==> config.mk <==
export PLATFORM = sky130hd
export DESIGN_NAME = uart_tx_arbiter
export DESIGN_NICKNAME = d
export VERILOG_FILES = /design/src/rtl/uart_arb_pkg.sv /design/src/rtl/uart_tx_arbiter_rr_arbiter.sv /design/src/rtl/uart_tx_arbiter.sv
export SDC_FILE = /design/constraint.sdc
export NUM_CORES = 1
export LEC_CHECK = 0
export CAP_MARGIN = 20
export CORE_MARGIN = 3
export CORE_UTILIZATION = 41
export CTS_CLUSTER_SIZE = 20
export DETAILED_ROUTE_END_ITERATION = 10
export GPL_TIMING_DRIVEN = 0
export PLACE_DENSITY = 0.78
export SLEW_MARGIN = 20
export SYNTH_ARGS = -nofsm -noshare
export SYNTH_HDL_FRONTEND = slang
export SYNTH_SLANG_ARGS = --single-unit
==> constraint.sdc <==
create_clock -name clk -period 1.75 [get_ports clk]
set_input_delay 0.35 -clock clk [delete_from_list [all_inputs] [get_ports clk]]
set_output_delay 0.35 -clock clk [all_outputs]
set_load 0.02 [all_outputs]
==> src/rtl/uart_arb_pkg.sv <==
// uart_arb_pkg: FSM state encodings and width helpers shared by the UART TX arbiter.
package uart_arb_pkg;

   localparam logic [1:0] ST_IDLE      = 2'd0;
   localparam logic [1:0] ST_START     = 2'd1;
   localparam logic [1:0] ST_WAIT_BUSY = 2'd2;
   localparam logic [1:0] ST_WAIT_DONE = 2'd3;

   // Bits needed for a counter running 0 .. limit-1.
   function automatic int cnt_width(input int limit);
      return (limit > 1) ? $clog2(limit) : 1;
   endfunction

endpackage

==> src/rtl/uart_tx_arbiter_rr_arbiter.sv <==
// rr_arbiter: combinational rotating-priority picker; the first valid request
// at or after i_ptr (modulo NUM_REQ) wins.
module rr_arbiter
   import uart_arb_pkg::*;
#(
   parameter int NUM_REQ = 4,
   parameter int ID_W    = $clog2(NUM_REQ)
) (
   input  logic [NUM_REQ-1:0] i_req,
   input  logic [ID_W-1:0]    i_ptr,
   output logic [NUM_REQ-1:0] o_grant,
   output logic [ID_W-1:0]    o_idx,
   output logic               o_any_valid
);

   logic [ID_W:0]   w_sum  [NUM_REQ];
   logic [ID_W-1:0] w_cand [NUM_REQ];

   genvar gi;
   generate
      for (gi = 0; gi < NUM_REQ; gi++) begin : g_cand
         assign w_sum[gi]  = {1'b0, i_ptr} + (ID_W+1)'(gi);
         assign w_cand[gi] = (w_sum[gi] >= (ID_W+1)'(NUM_REQ)) ?
                             ID_W'(w_sum[gi] - (ID_W+1)'(NUM_REQ)) : w_sum[gi][ID_W-1:0];
      end
   endgenerate

   // Scan from the farthest offset down so the nearest valid candidate wins.
   always_comb begin
      o_idx       = '0;
      o_any_valid = 1'b0;
      for (int k = NUM_REQ - 1; k >= 0; k--) begin
         if (i_req[w_cand[k]]) begin
            o_idx       = w_cand[k];
            o_any_valid = 1'b1;
         end
      end
      o_grant = o_any_valid ? (NUM_REQ'(1) << o_idx) : '0;
   end

endmodule

==> src/rtl/uart_tx_arbiter.sv <==
// uart_tx_arbiter: round-robin sharing of one UART_TX among NUM_REQ producers.
// Define UART_ARB_WDOG_EN to add a busy-stuck watchdog in WAIT_DONE.
module uart_tx_arbiter
   import uart_arb_pkg::*;
#(
   parameter int DATA_WIDTH     = 8,
   parameter int NUM_REQ        = 4,
   parameter int BUSY_WAIT      = 4,
   parameter int TIMEOUT_CYCLES = 64
) (
   input  logic                          clk,
   input  logic                          reset,
   input  logic [NUM_REQ-1:0]            req_valid,
   input  logic [NUM_REQ*DATA_WIDTH-1:0] req_data,
   input  logic [NUM_REQ-1:0]            req_par_en,
   input  logic [NUM_REQ-1:0]            req_par_typ,
   output logic [NUM_REQ-1:0]            req_ready,
   input  logic                          tx_busy,
   output logic                          tx_data_valid,
   output logic [DATA_WIDTH-1:0]         tx_p_data,
   output logic                          tx_par_en,
   output logic                          tx_par_typ,
   output logic [$clog2(NUM_REQ)-1:0]    grant_id,
   output logic                          arb_busy,
   output logic                          tx_err
);

   localparam int ID_W    = $clog2(NUM_REQ);
   // One counter serves both the busy-rise check and the watchdog.
   localparam int CNT_MAX = (TIMEOUT_CYCLES > BUSY_WAIT) ? TIMEOUT_CYCLES : BUSY_WAIT;
   localparam int CNT_W   = cnt_width(CNT_MAX);

   logic [1:0]            r_state;
   logic [ID_W-1:0]       r_ptr;
   logic [ID_W-1:0]       r_grant_id;
   logic [NUM_REQ-1:0]    r_grant_oh;
   logic [DATA_WIDTH-1:0] r_tx_p_data;
   logic                  r_tx_par_en;
   logic                  r_tx_par_typ;
   logic                  r_tx_err;
   logic [CNT_W-1:0]      r_cnt;

   logic [NUM_REQ-1:0]    w_grant_oh;
   logic [ID_W-1:0]       w_grant_idx;
   logic                  w_any_valid;
   logic [ID_W-1:0]       w_ptr_next;
   logic [DATA_WIDTH-1:0] w_req_byte [NUM_REQ];

   genvar gi;
   generate
      for (gi = 0; gi < NUM_REQ; gi++) begin : g_unpack
         assign w_req_byte[gi] = req_data[gi*DATA_WIDTH +: DATA_WIDTH];
      end
   endgenerate

   rr_arbiter #(
      .NUM_REQ (NUM_REQ),
      .ID_W    (ID_W)
   ) u_rr (
      .i_req       (req_valid),
      .i_ptr       (r_ptr),
      .o_grant     (w_grant_oh),
      .o_idx       (w_grant_idx),
      .o_any_valid (w_any_valid)
   );

   assign w_ptr_next = (r_grant_id == ID_W'(NUM_REQ - 1)) ? '0 : r_grant_id + ID_W'(1);

   always_ff @(posedge clk) begin
      if (reset) begin
         r_state      <= ST_IDLE;
         r_ptr        <= '0;
         r_grant_id   <= '0;
         r_grant_oh   <= '0;
         r_tx_p_data  <= '0;
         r_tx_par_en  <= 1'b0;
         r_tx_par_typ <= 1'b0;
         r_tx_err     <= 1'b0;
         r_cnt        <= '0;
      end else begin
         r_tx_err <= 1'b0;
         case (r_state)
            ST_IDLE: begin
               if (w_any_valid && !tx_busy) begin
                  r_grant_id   <= w_grant_idx;
                  r_grant_oh   <= w_grant_oh;
                  r_tx_p_data  <= w_req_byte[w_grant_idx];
                  r_tx_par_en  <= req_par_en[w_grant_idx];
                  r_tx_par_typ <= req_par_typ[w_grant_idx];
                  r_state      <= ST_START;
               end
            end
            ST_START: begin
               r_ptr   <= w_ptr_next;
               r_cnt   <= '0;
               r_state <= ST_WAIT_BUSY;
            end
            ST_WAIT_BUSY: begin
               if (tx_busy) begin
                  r_cnt   <= '0;
                  r_state <= ST_WAIT_DONE;
               end else if (r_cnt == CNT_W'(BUSY_WAIT - 1)) begin
                  r_tx_err <= 1'b1;
                  r_state  <= ST_IDLE;
               end else begin
                  r_cnt <= r_cnt + CNT_W'(1);
               end
            end
            ST_WAIT_DONE: begin
`ifdef UART_ARB_WDOG_EN
               if (!tx_busy) begin
                  r_state <= ST_IDLE;
               end else if (r_cnt == CNT_W'(TIMEOUT_CYCLES - 1)) begin
                  r_tx_err <= 1'b1;
                  r_state  <= ST_IDLE;
               end else begin
                  r_cnt <= r_cnt + CNT_W'(1);
               end
`else
               if (!tx_busy) begin
                  r_state <= ST_IDLE;
               end
`endif
            end
            default: r_state <= ST_IDLE;
         endcase
      end
   end

   assign tx_data_valid = (r_state == ST_START);
   assign req_ready     = tx_data_valid ? r_grant_oh : '0;
   assign arb_busy      = (r_state != ST_IDLE);
   assign tx_p_data     = r_tx_p_data;
   assign tx_par_en     = r_tx_par_en;
   assign tx_par_typ    = r_tx_par_typ;
   assign grant_id      = r_grant_id;
   assign tx_err        = r_tx_err;

endmodule

==> results.json, run 1 <==
{
  "avgRoutedWirePerCell_um": 16.2,
  "internal_power_mw": 1.03,
  "fin_crit_sh_pct": 99.0,
  "hold_viol": 0,
  "ys_top_cells_by_area": "dfxtp_1 (37%), mux2i_1 (16%), o221ai_1 (6.1%)",
  "clockPowerShare_pct": 19.7,
  "startpoint_type": "flip-flop",
  "slew_headroom_pct": 66.1,
  "r2r_cells": 5,
  "synth_most_common_cell": "dfxtp_1",
  "multi_input_area_um2": 887,
  "htreeDepth": 1,
  "initial_core_util_pct": 45.2,
  "crit_arrival_ns": 1.99,
  "clk_latency_ns": 0.34,
  "crit_path_end_kind": "flip-flop",
  "cts_made_buffers": 3,
  "grt_usage_pct": 21.6,
  "io_pins": 66,
  "fp.dieH_um": 65.4,
  "p_leak_nw": 0.906,
  "antenna_found_initial": 0,
  "layout_min_cycle_time_ns": 1.73,
  "fin_nets": 284,
  "p_sw_uw": 461,
  "synth_top_area_share_pct": 37.4,
  "seqPwrFrac_pct": 46.1,
  "slew_viol_final": 0,
  "hpwl_um": 3400,
  "ys_ff_latch": 27,
  "top_usage_layer": "met2",
  "clk_path_buf_depth": 2,
  "grt_use_met2_pct": 37.4,
  "clk_pin_slew_ns": 0.16,
  "placed_cells": 268,
  "ys_seq_area_share_pct": 37.4,
  "grt_max_degree": 18,
  "ys_types": 36,
  "n_fill_cell": 278,
  "vias_per_cell": 5.55,
  "diodes": 0,
  "crit_start": "r_state[0]",
  "synthArstFlopShare_pct": 0,
  "reg2reg_setup_slack_ns": 0.02,
  "clock_sinks": 27,
  "routed_wl_um": 4490,
  "combPwrFrac_pct": 34.2,
  "synthFlopType": "dfxtp_1",
  "fmax_mhz": 577,
  "first_global_vias": 1639,
  "whs_path_depth": 2,
  "timing.hold.ws_ns": 0.463,
  "synth_top_area_cell": "dfxtp_1",
  "die_area_mm2": 0.00428,
  "route.detailed.drc": 0,
  "hp-start": "r_grant_oh[1]",
  "synthesis.area_mm2": 0.00145,
  "final-seq-area_um2": 544,
  "fin_util_pct": 72.1,
  "rsz0062_at_grt": "true",
  "vias": 1543,
  "crit_fanout": 10,
  "avgSynthCellArea_um2": 9.10,
  "portBuffers": 65,
  "status": "complete, no violations",
  "core_mm2": 0.00320,
  "crit_type": "flip-flop to flip-flop",
  "area_growth_pct": 59.7,
  "postCtsHoldBufs": 0,
  "swShare_pct": 30.9,
  "powerDensity_mw_per_mm2": 647,
  "first_iter_violations": 54,
  "r2r_start": "r_state[0]",
  "firstDrtPassIters": 4,
  "use_met3_pct": 5.47,
  "synth_enable_flop_cells": 0,
  "grt_use_met1_pct": 26.6,
  "grt_overflow": 0,
  "synth_nets": 208,
  "setup_viol": 0,
  "grt_pass1_wl_um": 7290,
  "ir_drop_v": 0.000375,
  "final_cells": 278,
  "postSynthCellCount": 159,
  "synth_warnings": 0,
  "fin_setup_tns_ns": 0,
  "ant_nets": 0,
  "ys_top_cells_by_count": "dfxtp_1 (27), mux2i_1 (23), a21oi_1 (12)",
  "gp_congestion": 0.752,
  "cts_root_buffer": "clkbuf_4",
  "fin_total_pwr_mw": 1.49,
  "hold_path.class": "flip-flop to flip-flop",
  "die_width_um": 65.4,
  "finClkSkew_ns": 0.0124,
  "worst_pin_slew_ns": 0.508,
  "worst_ep_required_time_ns": 2.01,
  "cts_tree": "built",
  "row_count": 20,
  "drive_gt1_share_pct": 15.4,
  "max-cap-violations": 0
}
[timing repair]
action | in CTS | in global routing
gates resized for setup | 30 | 19
endpoints found under the setup margin | 22 | 20
pin swaps | 2 | 1
setup buffers | 1 | 5
[layout make-up]
cell class	instances	share of cell area (%)
clock buffers	3	0.975
flip-flops and latches	27	23.6
clock inverters	1	0.379
plain buffers	10	3.85
multi-input cells	119	38.4
repair buffers	71	29.8
well taps	44	2.38
inverters	3	0.596
[power groups by stage]
stage	clock network, mW	registers [mW]	logic, mW
final	0.295	0.688	0.511
after global routing	0.329	0.693	0.551
after CTS	0.301	0.689	0.475
after detailed placement	0	0.699	0.462
after global placement	0	0.696	0.453
after floorplan	0	0.729	0.199
[path summary, 6_finish.rpt]
check	to
worst min register to register	r_grant_oh[1]
worst max-delay path	tx_p_data[1]
worst max register to register	tx_p_data[1]
worst min-delay path	r_grant_oh[1]
[worst max-delay path, stage by stage, from the launching register on]
cell      delay (ns)
dfxtp_2         0.38
or2_1           0.25
a311o_1         0.34
or3_1           0.31
buf_2           0.20
o221ai_1        0.17
[state kept, by name (all words and copies together), names as in the netlist]
signal / count
tx_par_en: 1
grant_id: 2
tx_p_data: 8
r_cnt: 6
r_ptr: 2
r_grant_oh: 4
tx_par_typ: 1
tx_err: 1
r_state: 2
[layout by cell type, fill, tap and decap left out, types with 4 or more instances in the layout]
master	netlist	final
a21oi_1	12	12
o221ai_1	10	9
dfxtp_1	27	24
mux2i_1	23	21
dlygate4sd2_1	0	5
buf_4	1	7
clkbuf_4	0	4
nand3b_1	11	11
or3_1	6	6
clkdlybuf4s50_1	0	53
nor2_1	9	8
nand2_1	9	9
and2_1	4	4
nand2b_1	5	4
[cell families (layout without fill, tap and decap cells)]
group	Yosys count	in the layout	share of synthesized area (%)
DFF	27	27	37.4
and+or+nand+nor	56	56	21.8
muxes	23	23	15.9
AOI/OAI and AO/OA	38	38	18.7
adders and majority gates	2	2	1.73
buffers and inverters	13	88	4.50
[through the flow]
step / cell area [um2] / worst slack [ns]
2_1_floorplan: 1450 / 0.0539
4_1_cts: 2220 / 0.000428
6_report: 2310 / 0.0172
3_3_place_gp: 2150 / -0.490
5_1_grt: 2310 / -0.0841
3_5_place_dp: 2150 / -0.551
[layer usage]
layer,wire [um],part of all wire [%]
met4,32,0.71
met5,0,0
met1,1930,43
met2,2260,50
met3,277,6.2
No activity file was read; power rests on OpenSTA's default activity.
==> inputs of run 2 (changes only) <==
--- a/config.mk
+++ b/config.mk
@@ -6,13 +6,14 @@
 export NUM_CORES = 1
 export LEC_CHECK = 0
 export CAP_MARGIN = 20
+export CORE_ASPECT_RATIO = 0.5
 export CORE_MARGIN = 3
 export CORE_UTILIZATION = 41
 export CTS_CLUSTER_SIZE = 20
 export DETAILED_ROUTE_END_ITERATION = 10
 export GPL_TIMING_DRIVEN = 0
 export PLACE_DENSITY = 0.78
-export SLEW_MARGIN = 20
+export SLEW_MARGIN = 15
 export SYNTH_ARGS = -nofsm -noshare
 export SYNTH_HDL_FRONTEND = slang
 export SYNTH_SLANG_ARGS = --single-unit
==> run 2 against run 1 <==
Compared with the run above:
- fmax fell by 0.30%
- routed wire length fell by 1.1%
- final cell count rose by 1.1%
- clock-buffer cell count did not move
- sequential share of layout area fell by 0.69 points
- clock skew fell by 0.0088 ns
- hold slack got worse by 0.048 ns
- non-clock buffer count fell by 1
- clock power rose by 24%
- critical path type unchanged
- largest cell class unchanged
- largest power group unchanged
- highest routed layer unchanged
==> results.json, run 2 (synthesized netlist as in run 1, its figures left out) <==
{
  "status": "complete, no violations",
  "routed_wl_um": 4450,
  "finClkSkew_ns": 0.00355,
  "startpoint_type": "flip-flop",
  "swShare_pct": 30.3,
  "fin_nets": 283,
  "rsz0062_at_grt": "true",
  "avgRoutedWirePerCell_um": 15.8,
  "hpwl_um": 2980,
  "slew_headroom_pct": 68.4,
  "p_sw_uw": 480,
  "slew_viol_final": 0,
  "clk_path_buf_depth": 2,
  "fin_util_pct": 74.8,
  "die_width_um": 90.0,
  "layout_min_cycle_time_ns": 1.74,
  "gp_congestion": 0.794,
  "p_leak_nw": 0.883,
  "placed_cell_area_mm2": 0.00216,
  "timing.hold.ws_ns": 0.415,
  "max-cap-violations": 0,
  "area_growth_pct": 64.9,
  "largest_reg_flops": 8,
  "mostFrequentLayoutCells": "clkdlybuf4s50_1 (54), dfxtp_1 (25), mux2i_1 (21), a21oi_1 (11), nand3b_1 (11)",
  "io_pins": 66,
  "ant_nets": 0,
  "final_area_mm2": 0.00238,
  "worst_ep_required_time_ns": 1.96,
  "clock_sinks": 27,
  "grt_usage_pct": 18.6,
  "antenna_found_initial": 0,
  "crit_chain": "or2_4 -> a311o_1 -> or3_4 -> buf_6 -> o221ai_2",
  "row_count": 14,
  "internal_power_mw": 1.11,
  "cpPeakStageDelay_ns": 0.41,
  "placed_cells": 272,
  "seqPwrFrac_pct": 43.4,
  "first_iter_violations": 31,
  "fin_crit_sh_pct": 99.3,
  "postCtsHoldBufs": 0,
  "crit_type": "flip-flop to flip-flop",
  "ir_drop_v": 0.000306,
  "core_mm2": 0.00319,
  "hold_path.class": "primary input to flip-flop",
  "worst_pin_slew_ns": 0.474,
  "crit_arrival_ns": 1.95,
  "route.detailed.drc": 0,
  "vias": 1514,
  "worst_slack_ns": 0.0120,
  "portBuffers": 65,
  "vias_per_cell": 5.39,
  "setup_viol": 0,
  "clockPowerShare_pct": 23.1,
  "diodes": 0,
  "htreeDepth": 1,
  "grt_max_degree": 16,
  "cts_root_buffer": "clkbuf_8",
  "firstDrtPassIters": 4,
  "crit_path_end_kind": "flip-flop",
  "hold_viol": 0,
  "initial_core_util_pct": 45.4,
  "clk_latency_ns": 0.28,
  "combPwrFrac_pct": 33.4,
  "die_area_mm2": 0.00432,
  "powerDensity_mw_per_mm2": 665,
  "cts_made_buffers": 3,
  "fmax_mhz": 575,
  "cts_tree": "built",
  "slowest_stage": "or3_4",
  "clk_pin_slew_ns": 0.10,
  "reg2reg_setup_slack_ns": 0.01,
  "final_common_cell": "clkdlybuf4s50_1",
  "grt_overflow": 0,
  "dp_slack_ns": -0.583,
  "first_global_vias": 1398,
  "drive_gt1_share_pct": 18.0,
  "grt_pass1_wl_um": 6380,
  "final_cells": 281,
  "fp.dieH_um": 48,
  "crit_fanout": 5
}
## run 2: per-stage QoR
stage                     TNS (ns)  power [mW]
after CTS                 -0.00165        1.54
after global placement       -8.25        1.15
after floorplan                  0       0.929
after detailed placement     -9.24        1.16
after global routing        -0.445        1.65
final                            0        1.59
## run 2: final cells by class
type	instances	area [um2]
plain buffers	10	83.8
clock buffers	3	41.3
clock inverters	1	5.00
fillers	255	803
inverters	3	11.3
multi-input cells	119	946
flip-flops and latches	27	546
well taps	48	60.1
repair buffers	70	692
## run 2: timing repair
| action | in CTS | in global routing |
|---|---|---|
| endpoints found under the setup margin | 22 | 20 |
| setup buffers | 2 | 2 |
| resized for setup | 35 | 21 |
| pin swaps | 3 | 12 |
| cloned | 1 | 0 |
## run 2: critical path, delay by kind of cell, from the launching register on
| kind | cells | cell delay (ns) |
|---|---|---|
| AOI/OAI and AO/OA | 2 | 0.51 |
| buffers and inverters | 1 | 0.15 |
| DFF | 1 | 0.35 |
| and+or+nand+nor | 2 | 0.66 |
## run 2: path summary, 6_finish.rpt
check,end,from,cells after the start
worst max-delay path,tx_p_data[3],r_state[1],5
worst min-delay path,r_state[0],tx_busy,3
worst max register to register,tx_p_data[3],r_state[1],5
worst min register to register,r_grant_oh[2],r_grant_oh[2],2
## run 2: power by group through the flow
stage | clock [mW] | sequential, mW | combinational [mW]
floorplan | 0 | 0.729 | 0.199
global placement | 0 | 0.697 | 0.452
detailed placement | 0 | 0.698 | 0.459
CTS | 0.370 | 0.685 | 0.482
global route | 0.388 | 0.693 | 0.570
finish | 0.366 | 0.689 | 0.530
## run 2: routing by layer
layer,up-vias,track usage [%],share of wire (%)
met2,45,37.9,50
met3,6,5.34,6.7
li1,745,-,-
met5,-,0,0
met4,0,3.95,0.79
met1,718,20.5,42
==> RTL change 1 (config.mk and constraints of run 1) <==
Add a define of `UART_ARB_WDOG_EN`.
--- a/src/rtl/uart_tx_arbiter.sv
+++ b/src/rtl/uart_tx_arbiter.sv
@@ -1,5 +1,7 @@
 // uart_tx_arbiter: round-robin sharing of one UART_TX among NUM_REQ producers.
 // Define UART_ARB_WDOG_EN to add a busy-stuck watchdog in WAIT_DONE.
+`define UART_ARB_WDOG_EN
+
 module uart_tx_arbiter
    import uart_arb_pkg::*;
 #(
Check against the original RTL: no difference found for any inputs over 10 cycles, from zero or initial values and one cycle with reset high; that may be too few to reach the edited logic, so the function may still have changed.
==> RTL change 1 against run 1 <==
  * Global-route usage fell by 1.9 points
  * Power rose by 11%
  * First-iteration DRC count rose by 130%
  * Wire length rose by 9.5%
  * Final area rose by 12%
  * Sequential cell count did not move
  * Synthesized area rose by 8.7%
  * Clock power rose by 19%
  * Setup slack got worse by 0.0097 ns
  * Sequential power rose by 2%
  * Critical path type unchanged
  * Critical endpoint is now tx_p_data[7]
  * Largest cell class unchanged
  * Largest power group unchanged
  * Highest routed layer unchanged
==> RTL change 1: results (changes against run 1) <==
stage,metric,value,unit,change
outcome,run status,completed,,
yosys,Synth Area in Adders,0.0159,,-0.00138
yosys,syn avg cell area,8.14,µm²,-10%
place,Final Wtd Congestion,0.834,,+11%
global_routing,initial antenna violation count,0,,unchanged
worst_setup_path,CP Data Arrival Time,1.88,ns,-0.11 ns
final_layout,max reg flops,8,,unchanged
yosys,Post-Synth XOR/XNOR Area,0.0279,,+0.0279
clock_network,CTS buffer count,3,,unchanged
sta,Rel. slew slack,0.601,,-0.0607
drt,DRT iter0 DRCs,122,,+130%
power_and_ir_drop,Leak,0.000979,µW,+8.1%
global_routing,first-pass GRT wire length,7020,µm,-3.7%
sta,clk_skew,0.00659,ns,-0.00580 ns
yosys,complex-gate fraction of the synthesized area,0.282,,+0.0950
final_layout,nets,316,,+11%
final_layout,# diodes,0,,unchanged
place,half-perimeter wire length after placement,3400,µm,about the same
final_layout,share of layout cells above drive strength 1,0.248,,+0.0943
worst_setup_path,worst-path maximum fanout,5,,-5
yosys,Netlist cell types,36,,unchanged
yosys,YS warnings,0,,unchanged
yosys,Area contributors post-synth,"dfxtp_1, nor2_1, a21boi_2, a221oi_1, a211oi_1",,
yosys,post-synthesis sequential area ratio,0.344,,-0.0298
drt,via count,1712,,+11%
drt,final WL,4920,µm,+9.5%
global_routing,GRT Total Usage,0.196,,-0.0194
place,Port Buffers,65,,unchanged
clock_network,clock-pin slew on the worst setup and hold paths,0.09,ns,-0.07 ns
yosys,commonest cells in the netlist,"nor2_1, dfxtp_1, nand2_1",,
min_path,hold crit path type,flip-flop to flip-flop,,
clock_network,worst skew pair latency,0.27,ns,-0.07 ns
drt,1st-pass router iterations,5,,+1
global_routing,vias in the first global route,1516,,-7.5%
place,Placed Area,0.00228,mm²,+5.9%
clock_network,clock root buffer,clkbuf_8,,
yosys,ys flop type,dfxtp_1,,
clock_network,H-tree lvl count,1,,unchanged
worst_setup_path,CP max stage cell,or4b_4,,
place,Setup WS pre-CTS,-0.667,ns,-0.116 ns
clock_network,Max clock buf depth,2,,unchanged
worst_setup_path,Critical Path Max Stage Delay,0.56,ns,+0.18 ns
place,placed cell count,304,,+13%
yosys,post-synthesis mux area share,0.0191,,-0.140
global_routing,largest net degree at the start of global routing,15,,-3
power_and_ir_drop,peak supply drop,312,µV,-17%
yosys,ys async rst share,0,,unchanged
drt,wire per inst,15.8,µm,-2.5%
yosys,Synth Net Count,242,,+16%
-- RTL change 1: cell count changes after synthesis, moves of 9 or more --
cell,run 1,this run
a221oi_1,0,10
and3_1,1,12
a21boi_2,0,9
o221ai_1,10,0
a211oi_1,1,10
mux2i_1,23,3
o21ai_1,0,11
nand3b_1,11,1
nor2_1,9,31
-- RTL change 1: final timing paths --
kind	startpoint	slack, ns	end	cells after the start
worst max-delay path	r_ptr[0]	0.008	tx_p_data[7]	6
worst min register to register	r_grant_oh[3]	0.46	r_grant_oh[3]	2
worst max register to register	r_ptr[0]	0.008	tx_p_data[7]	6
worst min-delay path	r_grant_oh[3]	0.46	r_grant_oh[3]	2
-- RTL change 1: repair_timing --
item                       4_1_cts  5_1_grt
buffers inserted                 0        2
cloned                           2        0
resized for setup               43       47
pin swaps                        4       17
setup endpoints to repair       29       28
-- RTL change 1: report_power, final --
| group | internal (µW) | switching (µW) |
|---|---|---|
| logic | 306 | 303 |
| registers | 663 | 41.1 |
| clock network | 163 | 188 |
-- RTL change 1: critical path: cells and delay by family, from the launching register on --
family / cells / cell delay (ns)
buf+inv: 1 / 0.17
compound gates: 2 / 0.24
simple gates: 3 / 0.81
flops: 1 / 0.40
-- RTL change 1: layer usage --
layer  track usage  vias to the layer above  share of wire
met5             0                        -              0
met4        0.0521                        0          0.011
met3        0.0213                        6          0.051
met2         0.327                       59           0.51
met1         0.268                      796           0.43
li1              -                      851              -
-- RTL change 1: area by class of cell --
type                            count  area (µm²)
Timing Repair Buffer               69         677
Buffer                             12        90.1
Clock buffer                        4        45.0
Sequential cell                    27         551
Inverter                            3        11.3
Fill cell                         260         940
Tap cell                           46        57.6
Multi-Input combinational cell    151        1150
==> RTL change 2 (settings of run 1) <==
Made on the original files. Put one more register stage on the output `tx_err`, cleared by the reset. The value now appears one clock later. The other outputs are not delayed to match.
--- a/src/rtl/uart_tx_arbiter.sv
+++ b/src/rtl/uart_tx_arbiter.sv
@@ -134,7 +134,13 @@
    assign tx_par_en     = r_tx_par_en;
    assign tx_par_typ    = r_tx_par_typ;
    assign grant_id      = r_grant_id;
-   assign tx_err        = r_tx_err;
+   always_ff @(posedge clk) begin
+      if (reset) begin
+         tx_err <= '0;
+      end else begin
+         tx_err <= r_tx_err;
+      end
+   end
 
 endmodule
 
Formal check against the unedited RTL: not equivalent (Yosys sat finds a counterexample within 10 cycles, from zero or initial values and one cycle with reset high).
==> RTL change 2 against run 1 <==
  * Final area rose by 3.8%
  * Sequential power rose by 3.3%
  * Wire length rose by 0.18%
  * Sequential cell count rose by 1
  * Via count fell by 1.0%
  * Setup slack improved by 0.0093 ns
  * Critical path depth did not move
  * Global-route usage barely moved
  * Synthesized area rose by 4.8%
  * Power rose by 16%
  * Core utilization fell by 2.5 points
  * First-iteration DRC count rose by 28%
  * Critical endpoint unchanged
  * Largest cell class unchanged
  * Largest power group unchanged
==> RTL change 2: results (changes against run 1) <==
stage,metric,value,unit,change
outcome,run status,completed,,
min_path,Hold Crit Start,r_tx_err,,
drt,wire per inst,16.1,µm,-0.54%
global_routing,largest net degree at the start of global routing,17,,-1
sta,clock period minus worst slack,1.72,ns,-0.00931 ns
sta,WHS,0.455,ns,-0.00872 ns
drt,met3 wire len,136,µm,-51%
clock_network,clock-pin slew on the worst setup and hold paths,0.10,ns,-0.06 ns
power_and_ir_drop,Leak,0.000894,µW,-1.3%
global_routing,grt met3 use,0.0270,,-0.0277
global_routing,met2 Resource Use GR,0.397,,+0.0231
global_routing,vias in the first global route,1556,,-5.1%
final_layout,FILL cells,287,,+3.2%
yosys,complex-gate fraction of the synthesized area,0.200,,+0.0130
yosys,Area contributors post-synth,"dfxtp_1, mux2i_1, nand3b_1, o221ai_2, a21oi_1",,
clock_network,clock root buffer,clkbuf_8,,
place,Final Wtd Congestion,0.795,,+5.8%
min_path,hold depth,1,,-1
drt,DRT iter0 DRCs,69,,+28%
yosys,post-synthesis sequential area ratio,0.370,,-0.00376
yosys,Synth Area in Adders,0.0165,,-0.000786
yosys,Cells after Synth,162,,+1.9%
place,Setup WS pre-CTS,-0.586,ns,-0.0355 ns
drt,final WL,4500,µm,+0.18%
final_layout,share of layout cells above drive strength 1,0.162,,+0.00855
clock_network,post-CTS sizing,39,,+30%
sta,clk_skew,0.00198,ns,-0.0104 ns
worst_setup_path,CP max stage cell,or3_4,,
worst_setup_path,worst-path maximum fanout,5,,-5
yosys,commonest cells in the netlist,"dfxtp_1, mux2i_1, a21oi_1, nand3b_1, nand2_1",,
global_routing,met1 usage,0.269,,+0.00248
yosys,Synth Net Count,211,,+1.4%
sta,Rel. slew slack,0.701,,+0.0401
min_path,Hold EP,tx_err,,
final_layout,Area Overhead vs Synth,58.2,%,
worst_setup_path,CP Data Arrival Time,1.92,ns,-0.07 ns
power_and_ir_drop,peak supply drop,416,µV,+11%
clock_network,"Setup Fix Bufs, Post-CTS",2,,+1
drt,1st-pass router iterations,5,,+1
place,half-perimeter wire length after placement,3400,µm,about the same
yosys,post-synthesis mux area share,0.152,,-0.00723
drt,DR vias/cell,5.45,,-1.7%
place,Placed Area,0.00222,mm²,+3.3%
global_routing,first-pass GRT wire length,7420,µm,+1.9%
place,placed cell count,273,,+1.9%
## RTL change 2: cell count changes in the layout (fill, tap and decap cells not counted), moves of 3 or more
| cell | delta |
|---|---|
| clkbuf_8 | +3 |
| clkbuf_4 | -4 |
| o221ai_1 | -6 |
| dlymetal6s2s_1 | -3 |
| buf_4 | -3 |
| o221ai_2 | +6 |
## RTL change 2: stage by stage
stage | total power [µW] | setup TNS (ns)
6_report | 1730 | 0
5_1_grt | 1810 | -0.203
4_1_cts | 1730 | 0
3_5_place_dp | 1200 | -9.95
3_3_place_gp | 1190 | -8.26
2_1_floorplan | 969 | 0
## RTL change 2: layout make-up
type                    count  area share
multi-input cells         121       0.390
clock inverters             1      0.0125
clock buffers               3      0.0172
inverters                   3     0.00470
flip-flops and latches     28       0.235
plain buffers              10      0.0355
repair buffers             68       0.281
well taps                  46      0.0240
## RTL change 2: where the power goes
group,switching [µW],internal (µW),total (µW)
sequential,29.6,681,711
combinational,235,275,511
clock,201,306,507
total,466,1260,1730
